`src/rtl/pwm_pkg.sv`:
```
// Shared types and helpers for the LED PWM driver.
package pwm_pkg;

  typedef enum logic [1:0] {
    StIdle,
    StRun,
    StDrain
  } state_e;

  localparam int unsigned DutyMaxDefault = 10;

  function automatic int unsigned clamp_duty(input int unsigned duty,
                                             input int unsigned max_duty);
    return (duty > max_duty) ? max_duty : duty;
  endfunction

endpackage

```
`src/rtl/pwm_led_driver_channel.sv`:
```
// One phase-offset PWM output bit, registered one clk after slot/duty.
module pwm_channel #(
  parameter int unsigned DUTY_W   = 4,
  parameter int unsigned DUTY_MAX = 10,
  parameter int unsigned SLOT_W   = 4
) (
  input  logic              clk,
  input  logic              rst,
  input  logic [SLOT_W-1:0] slot_i,
  input  logic [SLOT_W-1:0] offset_i,
  input  logic [DUTY_W-1:0] duty_i,
  input  logic              run_i,
  input  logic              ch_en_i,
  output logic              pwm_o
);

  localparam logic [SLOT_W-1:0] DutyMaxS = SLOT_W'(DUTY_MAX);

  logic [SLOT_W-1:0] rel;
  logic [DUTY_W-1:0] rel_w;
  logic              pwm_d, pwm_q;

  always_comb begin
    // Wraparound subtraction; truncation keeps it correct when DUTY_MAX is a power of two.
    if (slot_i >= offset_i) begin
      rel = slot_i - offset_i;
    end else begin
      rel = slot_i + DutyMaxS - offset_i;
    end
    rel_w = DUTY_W'(rel);
    pwm_d = ch_en_i && run_i && (rel_w < duty_i);
  end

  always_ff @(posedge clk or posedge rst) begin
    if (rst) begin
      pwm_q <= 1'b0;
    end else begin
      pwm_q <= pwm_d;
    end
  end

  assign pwm_o = pwm_q;

endmodule

```
`src/rtl/pwm_led_driver.sv`:
```
// Phase-staggered PWM LED driver: prescaler, slot counter, run/drain FSM and duty capture.
module pwm_led_driver
  import pwm_pkg::*;
#(
  parameter int unsigned NUM_CH     = 4,
  parameter int unsigned DUTY_W     = 4,
  parameter int unsigned DUTY_MAX   = DutyMaxDefault,
  parameter int unsigned PRESCALE   = 2,
  parameter int unsigned PHASE_STEP = 0
) (
  input  logic              clk,
  input  logic              rst,
  input  logic              en,
  input  logic [DUTY_W-1:0] duty_in,
  input  logic [NUM_CH-1:0] ch_en,
  output logic [NUM_CH-1:0] pwm,
  output logic              period_start,
  output logic              busy
);

  localparam int unsigned SlotW = (DUTY_MAX > 1) ? $clog2(DUTY_MAX) : 1;
  localparam int unsigned PreW  = (PRESCALE > 1) ? $clog2(PRESCALE) : 1;

  state_e            state_d, state_q;
  logic [PreW-1:0]   pre_cnt_d, pre_cnt_q, pre_next;
  logic [SlotW-1:0]  slot_d, slot_q, slot_next;
  logic [DUTY_W-1:0] duty_sh_d, duty_sh_q;
  logic              period_start_d, period_start_q;
  logic              tick, period_end, boundary, run;

  assign tick       = (pre_cnt_q == PreW'(PRESCALE - 1));
  assign period_end = tick && (slot_q == SlotW'(DUTY_MAX - 1));
  assign pre_next   = tick ? '0 : pre_cnt_q + 1'b1;
  assign slot_next  = !tick ? slot_q : (period_end ? '0 : slot_q + 1'b1);

  always_comb begin
    state_d   = state_q;
    pre_cnt_d = pre_cnt_q;
    slot_d    = slot_q;
    boundary  = 1'b0;
    unique case (state_q)
      StIdle: begin
        pre_cnt_d = '0;
        slot_d    = '0;
        if (en) begin
          state_d  = StRun;
          boundary = 1'b1;
        end
      end
      StRun: begin
        pre_cnt_d = pre_next;
        slot_d    = slot_next;
        if (!en) begin
          state_d = StDrain;
        end else begin
          boundary = period_end;
        end
      end
      StDrain: begin
        pre_cnt_d = pre_next;
        slot_d    = slot_next;
        if (en) begin
          // Resume without touching the counters; a wrap on this cycle still starts a period.
          state_d  = StRun;
          boundary = period_end;
        end else if (period_end) begin
          state_d   = StIdle;
          pre_cnt_d = '0;
          slot_d    = '0;
        end
      end
      default: begin
        state_d   = StIdle;
        pre_cnt_d = '0;
        slot_d    = '0;
      end
    endcase
    duty_sh_d      = boundary ? DUTY_W'(clamp_duty(32'(duty_in), DUTY_MAX)) : duty_sh_q;
    period_start_d = boundary;
  end

  always_ff @(posedge clk or posedge rst) begin
    if (rst) begin
      state_q        <= StIdle;
      pre_cnt_q      <= '0;
      slot_q         <= '0;
      duty_sh_q      <= '0;
      period_start_q <= 1'b0;
    end else begin
      state_q        <= state_d;
      pre_cnt_q      <= pre_cnt_d;
      slot_q         <= slot_d;
      duty_sh_q      <= duty_sh_d;
      period_start_q <= period_start_d;
    end
  end

  // Gating on both sides keeps pwm low on entry to IDLE and before the first duty capture.
  assign run          = (state_q != StIdle) && (state_d != StIdle);
  assign busy         = (state_q != StIdle);
  assign period_start = period_start_q;

  for (genvar i = 0; i < NUM_CH; i++) begin : g_ch
    localparam int unsigned Offset = (i * PHASE_STEP) % DUTY_MAX;

    pwm_channel #(
      .DUTY_W  (DUTY_W),
      .DUTY_MAX(DUTY_MAX),
      .SLOT_W  (SlotW)
    ) u_channel (
      .clk     (clk),
      .rst     (rst),
      .slot_i  (slot_q),
      .offset_i(SlotW'(Offset)),
      .duty_i  (duty_sh_q),
      .run_i   (run),
      .ch_en_i (ch_en[i]),
      .pwm_o   (pwm[i])
    );
  end

endmodule

```
`config.mk`:
```
export PLATFORM = sky130hd
export DESIGN_NAME = pwm_led_driver
export DESIGN_NICKNAME = d
export VERILOG_FILES = /design/src/rtl/pwm_pkg.sv /design/src/rtl/pwm_led_driver_channel.sv /design/src/rtl/pwm_led_driver.sv
export SDC_FILE = /design/constraint.sdc
export NUM_CORES = 1
export LEC_CHECK = 0
export ABC_AREA = 1
export CELL_PAD_IN_SITES_DETAIL_PLACEMENT = 0
export CELL_PAD_IN_SITES_GLOBAL_PLACEMENT = 2
export CORE_MARGIN = 4
export CORE_UTILIZATION = 30
export DETAILED_ROUTE_END_ITERATION = 7
export HOLD_SLACK_MARGIN = 0.02
export PLACE_DENSITY = 0.88
export SKIP_CTS_REPAIR_TIMING = 1
export SLEW_MARGIN = 10
export SYNTH_ARGS = -nofsm -noshare
export SYNTH_HDL_FRONTEND = slang
export SYNTH_SLANG_ARGS = --single-unit
```
`constraint.sdc`:
```
create_clock -name clk -period 1.75 [get_ports clk]
set_clock_uncertainty 0.2 [all_clocks]
set_input_delay 0.35 -clock clk [delete_from_list [all_inputs] [get_ports clk]]
set_output_delay 0.35 -clock clk [all_outputs]
set_load 0.005 [all_outputs]
```
After elaboration in Yosys (flattened, before gate mapping). Cells that the tools add are included.

Bits in writable memories: 0. Input bits: 11. Logic and storage cells: 51. Bits in latches: 0. Memories kept: 0. Bits in registers: 16. Memory bits (read-only): 0. Output and inout port bits: 6.

Add/subtract/negate cells: 3. Shift-type cells: 0. Bitwise gates (word level): 0. Equal/unequal tests: 3. Divide/modulo/power cells: 0. Multiply operators: 0. Reductions and logical operators: 14. $lt $le $gt $ge: 3. Multiplexer cells: 19.

Operators with widths (count): $mux W4 (6); $logic_and A1 B1 Y1 (10); $mux W2 (4); $pmux W4 S2 (1); $pmux W2 S3 (1); $mux W1 (5); $add A4 B1 Y4 const B (1); $add A4 B4 Y4 const B (1); $eq A4 B4 Y1 const B (1); $ge A4 B1 Y1 const B (1); $gt A4 B4 Y1 const B (1); $lt A4 B4 Y1 (1); $pmux W1 S2 (2); $reduce_bool A2 Y1 (2); $eq A2 B1 Y1 const B (1); $eq A2 B2 Y1 const B (1); $logic_not A2 Y1 (1); $reduce_or A2 Y1 (1); $add A1 B1 Y1 const B (1).

Longest topological paths before layout. Gate-level depths: netlist of the first run.

Depth in word-level cells: 9. Gate-level depth with buffers: 13.

Hierarchy. Synthesis of the first run repeated with hierarchy kept, for this count alone.

Cell total of the unflattened synthesis: 296. Area, all modules: 2240.9 um^2.

Modules (own cells, without submodules): pwm_channel (g_ch[2].u_channel ...) (seq. area each 25.0 um^2, area an instance 397.9 um^2, cells each 54, instances 2); pwm_channel (g_ch[0].u_channel ...) (seq. area each 25.0 um^2, area an instance 375.4 um^2, cells each 53, instances 2); pwm_led_driver (seq. area each 300.3 um^2, area an instance 694.4 um^2, cells each 82, instances 1).

Worst setup path after synthesis of the first run. Ideal clock, no wire load.

Path kind: reg-to-reg. Start point: reg slot_q[1]. End point: reg g_ch[0].u_channel.pwm_q. Data required time: 1.435 ns. Path slack: 0.183 ns. Cell stages (with the launch flop): 14. Arrival: 1.251 ns. Setup time: 0.115 ns. Cells stage by stage: dfrtp_1 -> inv_1 -> ha_1 -> inv_1 -> nor2_1 -> nand2_2 -> nand2_2 -> nand3_1 -> nand2_1 -> nand2_1 -> nand2_1 -> nand2_1 -> nand2_2 -> nor2_1.

Word-level cells in the longest chain between the ends: 9.

Ends and longest elaborated chain: from (decl) (RTL line pwm_led_driver.sv:26) `logic [SlotW-1:0] slot_d, slot_q, slot_next;`; from (signal assigned) (RTL line pwm_led_driver.sv:92) `slot_q <= slot_d;`; branches (longest 8 deep; another with $add A4 B4 Y4); $logic_and A1 B1 Y1 * (RTL line pwm_led_driver_channel.sv:31) `pwm_d = ch_en_i && run_i && (rel_w < duty_i);`; net g_ch[0].u_channel.pwm_d (RTL line pwm_led_driver_channel.sv:21) `logic pwm_d, pwm_q;`; to (signal assigned) (RTL line pwm_led_driver_channel.sv:38) `pwm_q <= pwm_d;`; to (decl) (RTL line pwm_led_driver_channel.sv:21).

Mark *: on every way through the listed nets, which the timed path passes. A chain may end at the register's enable or synchronous reset.

Worst setup path in the final report of the first run. Same ends and word-level chain as after synthesis.

==> results of run 1 <==
==> per-layer routing <==
layer	vias up	routed length [um]	part of all wire (%)
li1	406	-	-
met1	360	883	47
met2	20	858	46
met3	4	78	4.2
met4	0	50	2.7
met5	-	0	0
==> layout by cell type, fill, tap and decap left out <==
| master | instances |
|---|---|
| ha_1 | 7 |
| nand2_2 | 6 |
| dlymetal6s2s_1 | 1 |
| dfrtp_1 | 15 |
| a21oi_2 | 1 |
| xor2_1 | 1 |
| o21ai_1 | 1 |
| or2_2 | 1 |
| inv_1 | 18 |
| o21ai_2 | 1 |
| inv_2 | 3 |
| a21oi_1 | 6 |
| ha_4 | 1 |
| ha_2 | 1 |
| nor2_1 | 7 |
| nand3_2 | 1 |
| buf_4 | 13 |
| clkbuf_4 | 3 |
| nor2_2 | 2 |
| o21ai_0 | 4 |
| a31oi_2 | 1 |
| nand2_1 | 21 |
| nand3b_1 | 1 |
| nand3_1 | 4 |
| nor2_8 | 1 |
| nor3_1 | 1 |
| clkdlybuf4s50_1 | 15 |
| dfrtp_2 | 1 |
| nand4_1 | 1 |
| a21o_1 | 1 |
| o211ai_1 | 1 |
==> sequential cells by signal, summed over array words and instances (netlist names) <==
| register | cells |
|---|---|
| slot_q | 4 |
| g_ch.u_channel.pwm_o | 4 |
| duty_sh_q | 4 |
| period_start | 1 |
| state_q | 2 |
| pre_cnt_q | 1 |
==> final cells by class <==
class | count | area (um2) | area share (%)
Sequential cell | 16 | 402 | 31.3
Timing Repair Buffer | 29 | 260 | 20.3
Clock buffer | 3 | 22.5 | 1.75
Tap cell | 44 | 55.1 | 4.28
Multi-Input combinational cell | 72 | 467 | 36.3
Inverter | 21 | 78.8 | 6.13
==> how the worst min path moves through the flow <==
| stage | slack (ns) | to | from | depth (start not counted) |
|---|---|---|---|---|
| floorplan | 0.06 | duty_sh_q[0] | rst | 1 |
| global placement | 0.31 | duty_sh_q[1] | duty_sh_q[1] | 2 |
| detailed placement | 0.32 | duty_sh_q[1] | duty_sh_q[1] | 2 |
| CTS | 0.16 | state_q[0] | rst | 3 |
| global route | 0.18 | state_q[0] | rst | 3 |
| finish | 0.17 | state_q[0] | rst | 3 |
==> synthesized netlist by cell type <==
library cell	number	area [um2]
a21o_1	1	7.51
a21oi_1	6	30.0
a21oi_2	1	8.76
a31oi_1	1	6.26
buf_4	4	30.0
buf_6	1	11.3
dfrtp_1	16	400
ha_1	9	113
inv_1	20	75.1
inv_2	1	3.75
nand2_1	22	82.6
nand2_2	5	31.3
nand3_1	5	25.0
nand3b_1	1	7.51
nand4_1	1	6.26
nor2_1	9	33.8
nor2_8	1	20.0
nor3_1	1	5.00
o211ai_1	1	7.51
o21ai_0	5	25.0
o21ai_2	1	8.76
or2_2	1	6.26
xor2_1	1	8.76
==> worst max-delay path: stages (launching register included) <==
cell,delay (ns)
dfrtp_2,0.46
inv_2,0.08
ha_4,0.12
inv_2,0.03
nor2_2,0.10
nand2_2,0.09
nand2_2,0.10
nand3_2,0.06
nand2_1,0.06
nand2_1,0.04
nand2_1,0.07
nand2_1,0.06
nand2_2,0.10
nor2_1,0.05
==> logic make-up after synthesis <==
| group | after synthesis | synth area share, % |
|---|---|---|
| compound gates | 16 | 9.84 |
| xor+xnor | 1 | 0.919 |
| fa+ha+maj | 9 | 11.8 |
| buf+inv | 26 | 12.6 |
| flops | 16 | 42.0 |
| simple gates | 46 | 22.8 |
==> report_power, final <==
group,internal [mW],switching (mW)
clock,0.0797,0.109
sequential,0.494,0.0511
combinational,0.454,0.476
==> flow_summary_export.csv, run 1 <==
group,metric,value,unit
global_routing,grt_max_degree,17,
detailed_routing,wl_per_cell,10.1,um
detailed_routing,vias,790,
global_routing,use_met2,16.0,%
worst_hold_path,hold_class,"in -> async",
clock_tree,cts_buffer_depth,2,
worst_setup_path,required,1.72,ns
synthesis,ys_ff_latch,16,
layout,area_growth,34.8,%
placement,dp_hpwl,1.42,mm
global_routing,grt_overflow,0,
die,pin_count,17,
layout,postLayoutCoreUtil,42.1,%
clock_tree,cts_max_level,1,
job,drv_cap,0,
placement,io_buffers,16,
die,initial_core_util,31.2,%
placement,place_ws,0.0177,ns
detailed_routing,drc,0,
timing,fin_ws,0.00902,ns
synthesis,avgSynthCellArea,8.36,um2
worst_setup_path,worst_setup_path_end_kind,"flop",
power_and_ir_drop,p_leak,0.676,nW
timing,rsz0062_at_grt,"yes",
clock_tree,cts_root_buffer,"clkbuf_4",
run_status,status,"finished clean",
worst_setup_path,reg2regPathDepth,13,
global_routing,grt_pass1_wl,3.19,mm
clock_tree,insertion_delay,0.28,ns
synthesis,synthDistinctLibCells,23,
synthesis,yosys_warnings,0,
layout,fill_cells,327,
die,core,3050,um2
global_routing,grtUsageMet3,2.99,%
die,die_y,64.4,um
power_and_ir_drop,irDropWorstVdd,0.521,mV
detailed_routing,drt-initial-drc-count,27,
timing,tns,0,ns
global_routing,use_met1,11.5,%
clock_tree,cts_tree,"done",
worst_setup_path,worstPathArrival,1.71,ns
synthesis,ys_seq_area_share,42.0,%
layout,fin_area,1280,um2
timing,tightest_slew,0.258,ns
worst_setup_path,reg2reg_to,"g_ch[0].u_channel.pwm_o",
worst_setup_path,rrSetupSlack,0.009,ns
die,die_w,64.4,um
detailed_routing,dr.pass1.iters,4,
clock_tree,numCtsBuffers,3,
timing,hold_ws,0.167,ns
timing,period_share,99.5,%
worst_setup_path,startpoint_type,"flop",
die,dieArea,4140,um2
power_and_ir_drop,power,1.66,mW
timing,setup_violations,0,
worst_setup_path,r2r-start,"slot_q[1]",
power_and_ir_drop,powerDensity,1300,nW/um2
global_routing,antenna_found_initial,0,
layout,diodes,0,
clock_tree,cts.sinks,16,
detailed_routing,routed_wl,1.87,mm
timing,slew_violations,0,
placement,placed_area,1200,um2
worst_setup_path,cp-startpoint,"slot_q[1]",
timing,max_freq,574,MHz
placement,routabilityCongestion,0.840,
timing,max_slew_margin,82.8,%
synthesis,synthCells,114,
placement,dp_cells,179,
worst_setup_path,crit_type,"reg -> reg",
synthesis,syn_nets,134,
timing,hold_violations,0,
layout,layout-drive-gt1-share,25.5,%
worst_setup_path,critical_path.max_fanout,5,
synthesis,netlist_area,953,um2
layout,nets,163,
global_routing,grt_usage,9.82,%
clock_tree,clk_pin_slew,0.10,ns
worst_setup_path,cp-endpoint,"g_ch[0].u_channel.pwm_o",
global_routing,busiest_layer,"met2",
detailed_routing,detail-route-antenna-nets,0,
timing,fin_crit,1.74,ns
detailed_routing,via_per_inst,4.27,
die,std_cell_rows,20,
global_routing,grt_pass1_vias,771,
layout,layout.cells.non_filler,185,
Note: power is estimated with default switching activity, not from simulation.
==> run 2, diff against run 1 <==
- CAP_MARGIN: unset -> 15
==> results of run 2 <==
The final DEF is identical to that of run 1; final timing and power are the same.
==> run 3, diff against run 2 <==
- GPL_TIMING_DRIVEN: unset -> 1
- PLACE_DENSITY: 0.88 -> unset
- PLACE_DENSITY_LB_ADDON: unset -> 0.1
==> flow_summary_export.csv, run 3 (synthesis results as in run 1) <==
group,metric,value,unit
timing,tns,0,ns
layout,fill_cells,322,
clock_tree,cts_max_level,1,
layout,final_common_cell,"nand2_1",
detailed_routing,drc,0,
layout,layout.cells.non_filler,190,
die,dieArea,4140,um2
power_and_ir_drop,irDropWorstVdd,0.591,mV
power_and_ir_drop,clkPwrFrac,13.9,%
timing,hold_ws,0.0758,ns
detailed_routing,detail-route-antenna-nets,0,
die,die_w,64.4,um
power_and_ir_drop,power_switching_share,38.5,%
global_routing,grt_max_degree,10,
clock_tree,cts.sinks,16,
timing,tightest_slew,0.379,ns
worst_setup_path,worstPathArrival,1.13,ns
clock_tree,cts_tree,"done",
placement,dp_cells,184,
die,pin_count,17,
timing,max_slew_margin,74.7,%
power_and_ir_drop,pwr-share-comb,56.0,%
layout,layout-drive-gt1-share,29.5,%
timing,fin_ws,0.0682,ns
layout,final_cell_mix,"nand2_1 (21), inv_1 (18), dfrtp_1 (16), buf_4 (16), clkdlybuf4s50_1 (15)",
timing,hold_violations,0,
detailed_routing,via_per_inst,4.26,
layout,area_growth,42.5,%
worst_setup_path,slowest_stage,"clkdlybuf4s50_1",
clock_tree,cts_buffer_depth,2,
timing,setup_violations,0,
power_and_ir_drop,internal_power,1.11,mW
global_routing,grt_overflow,0,
worst_setup_path,required,1.20,ns
layout,postLayoutCoreUtil,44.5,%
run_status,status,"finished clean",
worst_setup_path,startpoint_type,"flop",
global_routing,antenna_found_initial,0,
timing,slew_violations,0,
die,initial_core_util,31.2,%
clock_tree,insertion_delay,0.29,ns
layout,fin_area,1360,um2
detailed_routing,routed_wl,2.05,mm
detailed_routing,vias,810,
worst_setup_path,cp_top_family,"buffers and inverters",
placement,place_ws,0.0588,ns
detailed_routing,dr.pass1.iters,4,
power_and_ir_drop,seqPwrFrac,30.0,%
power_and_ir_drop,powerDensity,1320,nW/um2
die,die_y,64.4,um
job,drv_cap,0,
worst_setup_path,worst_setup_path_end_kind,"output port",
global_routing,grt_usage,10.9,%
worst_setup_path,critical_path.max_fanout,1,
detailed_routing,drt-initial-drc-count,20,
layout,diodes,0,
power_and_ir_drop,p_switching,0.691,mW
power_and_ir_drop,p_leak,0.707,nW
global_routing,grt_pass1_vias,789,
timing,fin_crit,1.68,ns
clock_tree,clk_pin_slew,0.10,ns
worst_setup_path,crit_path_cell_trace,"clkdlybuf4s50_1",
timing,max_freq,595,MHz
placement,routabilityCongestion,0.785,
timing,period_share,96.1,%
global_routing,grt_pass1_wl,3.42,mm
worst_setup_path,crit_type,"reg -> out",
timing,rsz0062_at_grt,"yes",
placement,io_buffers,16,
placement,dp_hpwl,1.62,mm
die,core,3050,um2
clock_tree,cts_root_buffer,"clkbuf_4",
die,std_cell_rows,20,
power_and_ir_drop,power,1.80,mW
clock_tree,numCtsBuffers,3,
detailed_routing,wl_per_cell,10.8,um
worst_setup_path,cpPeakStageDelay,0.50,ns
placement,placed_area,1240,um2
worst_hold_path,hold_class,"in -> async",
worst_setup_path,path_buf_inv,1,
layout,nets,167,
-- run 3: worst register-to-register path: cells and delay by family (launching register included) --
family	cells	cell delay, ns
AND/OR/NAND/NOR	5	0.47
buffers and inverters	2	0.10
adder cells (fa/ha/maj)	1	0.13
AO/OA/AOI/OAI	2	0.27
flip-flops	1	0.40
-- run 3: worst paths after layout --
kind | from | end | slack (ns) | cells past startpoint
max | g_ch[2].u_channel.pwm_o | pwm[2] | 0.07 | 1
min | rst | slot_q[3] | 0.08 | 2
max reg2reg | slot_q[1] | duty_sh_q[1] | 0.09 | 10
min reg2reg | duty_sh_q[0] | duty_sh_q[0] | 0.33 | 2
max in group asynchronous | rst | state_q[0] | 0.90 | 3
min in group clk | duty_sh_q[0] | duty_sh_q[0] | 0.33 | 2
-- run 3: cell type report --
cell class,count,area [um2],share of cell area (%)
timing repair buffer,32,283,20.8
sequential,16,400,29.5
clock buffer,4,36.3,2.67
tap,44,55.1,4.05
inverter,21,78.8,5.80
multi-input combinational,73,505,37.2
-- run 3: power by group through the flow --
stage / clock, mW / sequential, mW / combinational (mW)
after global routing: 0.288 / 0.556 / 1.14
after floorplan: 0 / 0.549 / 0.552
after detailed placement: 0 / 0.549 / 0.898
final: 0.251 / 0.540 / 1.01
after CTS: 0.265 / 0.540 / 0.903
after global placement: 0 / 0.545 / 0.903
-- run 3: routing by layer --
metal	share of wire, %	vias to the layer above	wire length [um]	GRT usage (%)
li1	-	417	-	-
met1	42	374	862	12.9
met4	1.9	0	40	5.54
met5	0	-	0	0
met3	4.6	5	94	2.99
met2	51	14	1060	17.9
